<file path="config.mk">
export PLATFORM = sky130hd
export DESIGN_NAME = multi_candidate_evm
export DESIGN_NICKNAME = d
export VERILOG_FILES = /design/src/rtl/evm_pkg.sv /design/src/rtl/evm_tally.sv /design/src/rtl/multi_candidate_evm.sv
export SDC_FILE = /design/constraint.sdc
export NUM_CORES = 1
export LEC_CHECK = 0
export ABC_AREA = 1
export CORE_MARGIN = 4
export CORE_UTILIZATION = 45
export DETAILED_ROUTE_END_ITERATION = 12
export GPL_ROUTABILITY_DRIVEN = 0
export PLACE_DENSITY = 0.68
export SYNTH_ARGS = -nofsm -noshare
export SYNTH_HDL_FRONTEND = slang
export SYNTH_HIERARCHICAL = 1
export SYNTH_SLANG_ARGS = --single-unit
</file>
<file path="constraint.sdc">
create_clock -name clk -period 2.94 [get_ports clk]
set_input_delay 0.735 -clock clk [delete_from_list [all_inputs] [get_ports clk]]
set_output_delay 0.735 -clock clk [all_outputs]
set_load 0.01 [all_outputs]
</file>
<file path="src/rtl/evm_pkg.sv">
// Shared types and helpers for the multi-candidate voting machine.
package evm_pkg;

  typedef enum logic [2:0] {
    ST_IDLE      = 3'd0,
    ST_WAIT_CAND = 3'd1,
    ST_WAIT_VOTE = 3'd2,
    ST_VOTED     = 3'd3,
    ST_TALLY     = 3'd4,
    ST_DONE      = 3'd5
  } evm_state_t;

  // Index width for candidates 1..n with 0 reserved for "none".
  function automatic int idx_width(input int n);
    return $clog2(n + 1);
  endfunction

endpackage

</file>
<file path="src/rtl/evm_tally.sv">
// Sequential max/tie scan over the candidate counters, one candidate per cycle.
module evm_tally
  import evm_pkg::*;
#(
  parameter int NUM_CAND = 4,
  parameter int WIDTH    = 8,
  parameter int IDXW     = idx_width(NUM_CAND)
) (
  input  logic                      clk,
  input  logic                      rst,
  input  logic                      clear,
  input  logic                      start,
  input  logic [NUM_CAND*WIDTH-1:0] counts,
  output logic [IDXW-1:0]           winner,
  output logic [WIDTH-1:0]          max_count,
  output logic                      tie,
  output logic                      done
);

  logic                 active_reg;
  logic [IDXW-1:0]      idx_reg;
  logic [WIDTH-1:0]     max_reg;
  logic [IDXW-1:0]      winner_reg;
  logic                 tie_reg;
  logic [WIDTH-1:0]     cur_count;

  always_comb begin
    cur_count = '0;
    for (int i = 0; i < NUM_CAND; i++) begin
      if (idx_reg == IDXW'(i + 1)) begin
        cur_count = counts[i*WIDTH +: WIDTH];
      end
    end
  end

  // High during the cycle whose closing edge scans the last candidate.
  assign done = active_reg && (idx_reg == IDXW'(NUM_CAND));

  always_ff @(posedge clk) begin
    if (rst || clear) begin
      active_reg <= 1'b0;
      idx_reg    <= '0;
      max_reg    <= '0;
      winner_reg <= '0;
      tie_reg    <= 1'b0;
    end else if (start) begin
      active_reg <= 1'b1;
      idx_reg    <= IDXW'(1);
      max_reg    <= '0;
      winner_reg <= '0;
      tie_reg    <= 1'b0;
    end else if (active_reg) begin
      // Candidate 1 seeds the running max; equal later counts only flag a tie.
      if ((idx_reg == IDXW'(1)) || (cur_count > max_reg)) begin
        max_reg    <= cur_count;
        winner_reg <= idx_reg;
        tie_reg    <= 1'b0;
      end else if (cur_count == max_reg) begin
        tie_reg <= 1'b1;
      end
      if (done) begin
        active_reg <= 1'b0;
      end else begin
        idx_reg <= idx_reg + IDXW'(1);
      end
    end
  end

  assign winner    = winner_reg;
  assign max_count = max_reg;
  assign tie       = tie_reg;

endmodule

</file>
<file path="src/rtl/multi_candidate_evm.sv">
// Electronic voting machine: vote capture, saturating tallies, winner/tie display.
// Optional EVM_TOTAL_COUNT_EN adds total_votes and rejected_votes outputs.
module multi_candidate_evm
  import evm_pkg::*;
#(
  parameter int  NUM_CAND = 4,
  parameter int  WIDTH    = 8,
  localparam int IDXW     = idx_width(NUM_CAND)
) (
  input  logic                clk,
  input  logic                rst,
  input  logic                switch_on_evm,
  input  logic                candidate_ready,
  input  logic [NUM_CAND-1:0] vote,
  input  logic                voting_session_done,
  input  logic [IDXW-1:0]     display_sel,
  input  logic                display_winner,
  output logic                voting_in_progress,
  output logic                vote_accepted,
  output logic                vote_rejected,
  output logic                tally_busy,
  output logic                voting_done,
  output logic [IDXW-1:0]     candidate_name,
  output logic [WIDTH-1:0]    results,
  output logic                invalid_results
`ifdef EVM_TOTAL_COUNT_EN
  ,
  output logic [WIDTH+3:0]    total_votes,
  output logic [WIDTH-1:0]    rejected_votes
`endif
);

  evm_state_t                state_reg, state_next;
  logic                      vote_onehot, vote_sampled, vote_take, vote_drop;
  logic                      clear_counts, tally_start;
  logic                      accepted_reg, rejected_reg;
  logic [NUM_CAND*WIDTH-1:0] counts_flat;
  logic [IDXW-1:0]           tally_winner;
  logic [WIDTH-1:0]          tally_max;
  logic                      tally_tie, tally_done;

  assign vote_onehot  = (vote != '0) && ((vote & (vote - NUM_CAND'(1))) == '0);
  assign vote_sampled = switch_on_evm && (state_reg == ST_WAIT_VOTE) &&
                        !candidate_ready && (vote != '0);
  assign vote_take    = vote_sampled && vote_onehot;
  assign vote_drop    = vote_sampled && !vote_onehot;
  assign clear_counts = !switch_on_evm || (state_reg == ST_IDLE);
  assign tally_start  = switch_on_evm && (state_reg == ST_WAIT_CAND) &&
                        !candidate_ready && voting_session_done;

  always_comb begin
    state_next = state_reg;
    case (state_reg)
      ST_IDLE:      state_next = ST_WAIT_CAND;
      ST_WAIT_CAND: begin
        if (candidate_ready)          state_next = ST_WAIT_VOTE;
        else if (voting_session_done) state_next = ST_TALLY;
      end
      ST_WAIT_VOTE: if (vote_take) state_next = ST_VOTED;
      ST_VOTED:     state_next = candidate_ready ? ST_WAIT_VOTE : ST_WAIT_CAND;
      ST_TALLY:     if (tally_done) state_next = ST_DONE;
      ST_DONE:      state_next = ST_DONE;
      default:      state_next = ST_IDLE;
    endcase
    if (!switch_on_evm) state_next = ST_IDLE;
  end

  always_ff @(posedge clk) begin
    if (rst) begin
      state_reg    <= ST_IDLE;
      accepted_reg <= 1'b0;
      rejected_reg <= 1'b0;
    end else begin
      state_reg    <= state_next;
      accepted_reg <= vote_take;
      rejected_reg <= vote_drop;
    end
  end

  // One saturating counter per candidate; a vote at saturation is still accepted.
  for (genvar gi = 0; gi < NUM_CAND; gi++) begin : g_cnt
    logic [WIDTH-1:0] count_reg;
    always_ff @(posedge clk) begin
      if (rst || clear_counts) begin
        count_reg <= '0;
      end else if (vote_take && vote[gi] && (count_reg != '1)) begin
        count_reg <= count_reg + WIDTH'(1);
      end
    end
    assign counts_flat[gi*WIDTH +: WIDTH] = count_reg;
  end

  evm_tally #(
    .NUM_CAND (NUM_CAND),
    .WIDTH    (WIDTH),
    .IDXW     (IDXW)
  ) u_tally (
    .clk       (clk),
    .rst       (rst),
    .clear     (!switch_on_evm),
    .start     (tally_start),
    .counts    (counts_flat),
    .winner    (tally_winner),
    .max_count (tally_max),
    .tie       (tally_tie),
    .done      (tally_done)
  );

  always_comb begin
    candidate_name = '0;
    results        = '0;
    if ((state_reg == ST_DONE) && !tally_tie) begin
      if (display_winner) begin
        candidate_name = tally_winner;
        results        = tally_max;
      end else begin
        for (int i = 0; i < NUM_CAND; i++) begin
          if (display_sel == IDXW'(i + 1)) begin
            candidate_name = display_sel;
            results        = counts_flat[i*WIDTH +: WIDTH];
          end
        end
      end
    end
  end

  assign voting_in_progress = (state_reg == ST_WAIT_VOTE);
  assign tally_busy         = (state_reg == ST_TALLY);
  assign voting_done        = (state_reg == ST_DONE);
  assign invalid_results    = (state_reg == ST_DONE) && tally_tie;
  assign vote_accepted      = accepted_reg;
  assign vote_rejected      = rejected_reg;

`ifdef EVM_TOTAL_COUNT_EN
  logic [WIDTH+3:0] total_reg;
  logic [WIDTH-1:0] rejected_cnt_reg;

  always_ff @(posedge clk) begin
    if (rst || clear_counts) begin
      total_reg        <= '0;
      rejected_cnt_reg <= '0;
    end else begin
      if (vote_take && (total_reg != '1)) total_reg <= total_reg + (WIDTH+4)'(1);
      if (vote_drop && (rejected_cnt_reg != '1)) rejected_cnt_reg <= rejected_cnt_reg + WIDTH'(1);
    end
  end

  assign total_votes    = total_reg;
  assign rejected_votes = rejected_cnt_reg;
`endif

endmodule

</file>
==> results of run 1 <==
## cells in the mapped netlist
library cell | instances | area, um^2
nand3_4 | 1 | 17.5
clkbuf_1 | 3 | 11.3
buf_2 | 6 | 30.0
nand3b_1 | 2 | 15.0
a21o_2 | 1 | 8.76
o21ai_0 | 52 | 260
o21a_1 | 1 | 7.51
a21boi_1 | 1 | 7.51
xor2_1 | 6 | 52.6
nand2_4 | 2 | 22.5
nand3_2 | 1 | 10.0
dfxtp_1 | 53 | 1060
nor2_4 | 1 | 11.3
nand4_1 | 7 | 43.8
nor3_1 | 8 | 40.0
a21boi_2 | 2 | 22.5
ha_1 | 17 | 213
nor2_2 | 2 | 12.5
a211oi_1 | 1 | 7.51
buf_8 | 1 | 15.0
nand2_2 | 5 | 31.3
inv_1 | 84 | 315
a31oi_1 | 1 | 6.26
nand2_1 | 143 | 537
a21oi_1 | 45 | 225
nor2_1 | 87 | 327
o21ai_1 | 9 | 45.0
nor2_8 | 2 | 40.0
inv_2 | 6 | 22.5
nand3_1 | 50 | 250
and3_1 | 1 | 6.26
buf_6 | 4 | 45.0
## path summary, 6_finish.rpt
| path | from | to | slack, ns | depth (start not counted) |
|---|---|---|---|---|
| min | u_tally/idx_reg[0]$_SDFFE_PP0P_ | u_tally/idx_reg[0]$_SDFFE_PP0P_ | 0.49 | 2 |
| min reg2reg | u_tally/idx_reg[0]$_SDFFE_PP0P_ | u_tally/idx_reg[0]$_SDFFE_PP0P_ | 0.49 | 2 |
| max reg2reg | u_tally/idx_reg[1]$_SDFFE_PP0P_ | u_tally/winner[0]$_SDFFE_PP0P_ | 0.19 | 15 |
| max | display_winner | results[3] | 0.12 | 6 |
## metrics by stage
stage	hold WS [ns]	total power, uW
global placement	0.468	864
global route	0.524	1500
floorplan	0.435	817
finish	0.492	1450
CTS	0.499	1460
detailed placement	0.480	866
## tightest hold or removal path: cells and delay by family, from the launching register on
| kind | cells | cell delay (ns) |
|---|---|---|
| flip-flops | 1 | 0.35 |
| AND/OR/NAND/NOR | 1 | 0.06 |
| AO/OA/AOI/OAI | 1 | 0.05 |
## power by group through the flow
| stage | clock (uW) | combinational, uW | sequential, uW |
|---|---|---|---|
| 6_report | 591 | 137 | 724 |
| 2_1_floorplan | 0 | 77.4 | 739 |
| 3_5_place_dp | 0 | 126 | 740 |
| 3_3_place_gp | 0 | 124 | 740 |
| 5_1_grt | 628 | 152 | 724 |
| 4_1_cts | 604 | 130 | 724 |
## cell families after synthesis
logic type / Yosys count / synth area share [%]
flip-flops: 53 / 28.5
buffers and inverters: 104 / 11.8
AND/OR/NAND/NOR: 312 / 36.7
AO/OA/AOI/OAI: 113 / 15.9
adder cells (fa/ha/maj): 17 / 5.72
XOR/XNOR: 6 / 1.41
## layout make-up
| class | instances | share of cell area, % |
|---|---|---|
| clock inverters | 3 | 1.50 |
| clock buffers | 5 | 1.58 |
| well taps | 102 | 2.94 |
| multi-input cells | 448 | 51.9 |
| repair inverters | 1 | 0.173 |
| flip-flops and latches | 53 | 24.5 |
| inverters | 90 | 8.04 |
| repair buffers | 48 | 9.42 |
## timing repair
action | CTS | global route
endpoints found under the setup margin | 11 | 20
gates cloned | 0 | 2
pin swaps | 0 | 3
resized for setup | 16 | 38
buffers inserted | 3 | 3
## routing by layer
metal  up-vias  global-route usage, %  wire length, um  share of wire, %
met5         -                      0                0                 0
met4         0                   5.25              189               1.9
met3        16                   2.76              640               6.4
met2       131                   34.1             4750                47
met1      1834                   27.3             4470                45
li1       2017                      -                -                 -
## cells in the final DEF (no fill, tap or decap), drive strengths merged, types with 4 or more instances in the layout
cell type	Yosys	routed
xor2	6	6
nand3	52	52
inv	90	87
o21ai	61	61
dlygate4sd2	0	4
buf	11	20
clkinvlp	0	4
a21oi	45	45
dfxtp	53	53
nor3	8	8
nand2	150	150
ha	17	17
nand4	7	7
nor2	92	92
clkdlybuf4s50	0	15
clkbuf	3	10
==> impl_metrics.tcl, run 1 <==
set metrics [dict create \
    status "finished, final reports clean" \
    row_count 32 \
    drv_slew 0 \
    cts_made_buffers 5 \
    layout.cells.non_filler 750 \
    htreeDepth 2 \
    wl_per_cell_um 13.4 \
    synthCells 605 \
    yosys_register_bits 53 \
    seq_power_share_pct 49.8 \
    avgSynthCellArea_um2 6.15 \
    cts_tree "done" \
    cp.buffers_inverters 4 \
    die_area_um2 9790 \
    hold_path_class "reg2reg" \
    max_freq_ghz 0.355 \
    p_comb_share_pct 9.4 \
    powerDensity_nw_per_um2 334 \
    swShare_pct 23.4 \
    ir_worst_vdd_mv 0.196 \
    diodes 0 \
    pwr-share-clk_pct 40.7 \
    pin_count 30 \
    largest_register_ffs 32 \
    core_area_um2 7890 \
    p_leak_uw 0.00191 \
    finalCriticalPeriod_ns 2.82 \
    die_w_um 98.9 \
    dp_hpwl_mm 7.65 \
    finalHoldViolCount 0 \
    placed_cells 734 \
    worst_slew_pin_slew_ns 0.969 \
    clk_pin_slew_ns 0.10 \
    end_kind "output pin" \
    portBuffers 29 \
    synth_area_um2 3720 \
    cts_root_buf "clkbuf_8" \
    start_util_pct 47.2 \
    grt_max_degree 20 \
    yosysSeqAreaShare_pct 28.5 \
    num-fill-cells 794 \
    arrival_ns 2.08 \
    startpoint_type "input port" \
    yosysWarnings 6 \
    holdBufCountCts 0 \
    final_layout_size_suffix_gt1_share_pct 10.8 \
    intPower_uw 1110 \
    relSlewSlack_pct 35.2 \
    die_h_um 98.9 \
    worst-path-max-fanout 5 \
    wirelength_mm 10.1 \
    cp_cell_sequence "clkdlybuf4s50_1, clkinvlp_4, buf_4, o21ai_1, a21oi_1, dlygate4sd2_1" \
    cp_top_family "buffers and inverters" \
    antenna_found_initial 0 \
    max_stage_delay_ns 0.53 \
    clock-sinks 53 \
    final-setup-viol-count 0 \
    clock_path_buffers 2 \
    syn_to_final_growth_pct 16.8 \
    setup_tns_ns 0 \
    drcViolationCount 0 \
    num_vias 3998 \
    worstSkewPairLatency_ns 0.31 \
    register_area_um2 1060 \
    grt-ovfl-total 0 \
    yosysUniqueCellTypes 32 \
    slowest_stage "clkdlybuf4s50_1" \
    drt_first_pass_iters 5 \
    fin_skew_ns 0.0113 \
    setup_slack_ns 0.122 \
    final_antenna_net_count 0 \
    min_period_over_period_pct 95.9 \
    drv_cap 0 \
    fin_nets 677 \
    multi_input_area_um2 2250 \
    p_switching_uw 339 \
    utilization_pct 55.1 \
    final_cell_area_um2 4340 \
    track_usage_pct 20.3 \
    drtIter0Drc 285 \
    grt_pass1_vias 3641 \
    vias_per_cell 5.33 \
    syn-num-nets 635 \
    worstSetupPathType "in2out" \
    place_area_um2 4130 \
    post-place-ws_ns -0.316 \
    grt_pass1_wl_mm 16.6 \
    cp_data_required_time_ns 2.20 \
]
Note: power is estimated with default switching activity, not from simulation.
==> run 2, diff against run 1 <==
--- a/config.mk
+++ b/config.mk
@@ -7,10 +7,10 @@
 export LEC_CHECK = 0
 export ABC_AREA = 1
 export CORE_MARGIN = 4
-export CORE_UTILIZATION = 45
+export CORE_UTILIZATION = 40
 export DETAILED_ROUTE_END_ITERATION = 12
 export GPL_ROUTABILITY_DRIVEN = 0
-export PLACE_DENSITY = 0.68
+export PLACE_DENSITY = 0.62
 export SYNTH_ARGS = -nofsm -noshare
 export SYNTH_HDL_FRONTEND = slang
 export SYNTH_HIERARCHICAL = 1
==> run 2 against run 1 <==
Via count is 1.3% lower; total power is 5.2% lower; die area is 11% higher; worst setup slack better by 0.042 ns; wire length is 1.8% higher; global-route usage is 1.8 points lower; sequential power hardly changed; critical path type is now reg2reg.
==> impl_metrics.tcl, run 2 (synthesis results as in run 1) <==
set metrics [dict create \
    wirelength_mm 10.2 \
    antenna_found_initial 0 \
    num_vias 3946 \
    cp_cell_sequence "ha_1, ha_2, clkinvlp_4, o21ai_0, o21ai_1, ha_1, nand2_1, nor2_2, nand4_1, nand2_1, nand2_2, nand2_8, inv_1, nor2_1, nor2_1" \
    drv_cap 0 \
    largest_register_ffs 32 \
    worstSetupPathType "reg2reg" \
    fin_nets 675 \
    worst_slew_pin_slew_ns 0.934 \
    die_h_um 104 \
    min_path_cells 2 \
    rr_endpoint "u_tally/winner[2]$_SDFFE_PP0P_" \
    pin_count 30 \
    slowest_stage "dfxtp_1" \
    finalCriticalPeriod_ns 2.78 \
    arrival_ns 2.99 \
    vias_per_cell 5.23 \
    worst-path-max-fanout 17 \
    clock-sinks 53 \
    cts_root_buf "clkbuf_8" \
    ir_worst_vdd_mv 0.176 \
    drtIter0Drc 273 \
    finalHoldViolCount 0 \
    min_period_over_period_pct 94.5 \
    final_common_cell "nand2_1" \
    startpoint_type "flop" \
    r2r-start "u_tally/idx_reg[1]$_SDFFE_PP0P_" \
    clock_path_buffers 2 \
    worstHoldEndpoint "u_tally/idx_reg[0]$_SDFFE_PP0P_" \
    relSlewSlack_pct 37.5 \
    grt_pass1_vias 3579 \
    die_w_um 104 \
    grt-ovfl-total 0 \
    drt_first_pass_iters 6 \
    drcViolationCount 0 \
    num-fill-cells 937 \
    cts_made_buffers 5 \
    grt_max_degree 20 \
    rrSetupSlack_ns 0.16 \
    die_area_um2 10900 \
    end_kind "flop" \
    clk_pin_slew_ns 0.11 \
    final_layout_size_suffix_gt1_share_pct 10.5 \
    rsz0062_at_grt "no" \
    row_count 34 \
    core_area_um2 8890 \
    p_leak_uw 0.00190 \
    setup_slack_ns 0.163 \
    layout_common_cells "nand2_1 (141), nor2_1 (86), inv_1 (78)" \
    final_antenna_net_count 0 \
    htreeDepth 2 \
    cts_tree "done" \
    hold_start "u_tally/idx_reg[0]$_SDFFE_PP0P_" \
    post-place-ws_ns -0.325 \
    max_freq_ghz 0.360 \
    place_area_um2 4130 \
    status "finished, final reports clean" \
    final-setup-viol-count 0 \
    final_cell_area_um2 4330 \
    syn_to_final_growth_pct 16.3 \
    hold_path_class "reg2reg" \
    grt_pass1_wl_mm 16.9 \
    holdBufCountCts 0 \
    diodes 0 \
    worstSkewPairLatency_ns 0.31 \
    r2r_cells 15 \
    portBuffers 29 \
    powerDensity_nw_per_um2 318 \
    drv_slew 0 \
    track_usage_pct 18.5 \
    max_stage_delay_ns 0.37 \
    cp_data_required_time_ns 3.15 \
    dp_hpwl_mm 7.76 \
    fin_skew_ns 0.00789 \
    start_util_pct 41.8 \
    wl_per_cell_um 13.6 \
]
## run 2: cell types whose count changed in the layout (fill, tap and decap cells not counted), sizes merged
cell           previous run  this run
buf                      20        17
bufinv                    2         1
inv                      87        88
dlymetal6s2s              3         4
clkdlybuf4s50            15        14
dlygate4sd2               4         5
## run 2: layout make-up
type | count | area (um^2) | area share (%)
clock buffers | 5 | 68.8 | 1.59
flip-flops and latches | 53 | 1060 | 24.6
clock inverters | 3 | 43.8 | 1.01
multi-input cells | 448 | 2260 | 52.2
repair inverters | 1 | 7.51 | 0.174
repair buffers | 46 | 399 | 9.23
well taps | 108 | 135 | 3.12
inverters | 90 | 349 | 8.07
## run 2: report_power, final
part,switching (uW),internal (uW)
clock network,261,256
logic,83.6,52.0
registers,3.57,720
total,349,1030
## run 2: critical path: cells and delay by family (launching register included)
family / cells / cell delay [ns]
fa+ha+maj: 3 / 0.76
compound gates: 2 / 0.34
buf+inv: 2 / 0.31
simple gates: 8 / 0.91
flops: 1 / 0.37
## run 2: metal layers
layer	track usage, %	vias to the layer above	wire length [um]	share of wire, %
li1	-	2013	-	-
met1	24.9	1806	4710	46
met2	30.4	112	4840	47
met3	3.35	15	545	5.3
met4	4.94	0	140	1.4
met5	0	-	0	0
## run 2: worst max path at each step
stage | start | end | cells past startpoint
2_1_floorplan | u_tally/idx_reg[0]$_SDFFE_PP0P_ | u_tally/max_count[4]$_SDFFE_PP0P_ | 18
3_3_place_gp | display_sel[1] | results[6] | 8
3_5_place_dp | display_sel[1] | results[6] | 8
4_1_cts | display_sel[1] | results[1] | 6
5_1_grt | u_tally/idx_reg[1]$_SDFFE_PP0P_ | u_tally/winner[1]$_SDFFE_PP0P_ | 15
6_report | u_tally/idx_reg[1]$_SDFFE_PP0P_ | u_tally/winner[2]$_SDFFE_PP0P_ | 15
## run 2: through the flow
| step | power [uW] | hold WS [ns] | utilization (%) | setup TNS (ns) | instances |
|---|---|---|---|---|---|
| global route | 1440 | 0.515 | 48.6 | 0 | 754 |
| finish | 1380 | 0.495 | 48.6 | 0 | 754 |
| floorplan | 817 | 0.435 | - | 0 | 605 |
| CTS | 1390 | 0.502 | 47.9 | -0.0103 | 750 |
| global placement | 864 | 0.475 | 46.4 | -2.55 | 739 |
| detailed placement | 867 | 0.483 | 46.4 | -2.76 | 739 |
## run 2: what timing repair did
action                                  in CTS  in global routing
endpoints found under the setup margin      14                 20
buffers inserted                             3                  2
pin swaps                                    0                  2
gates resized for setup                     22                 31
gates cloned                                 0                  2
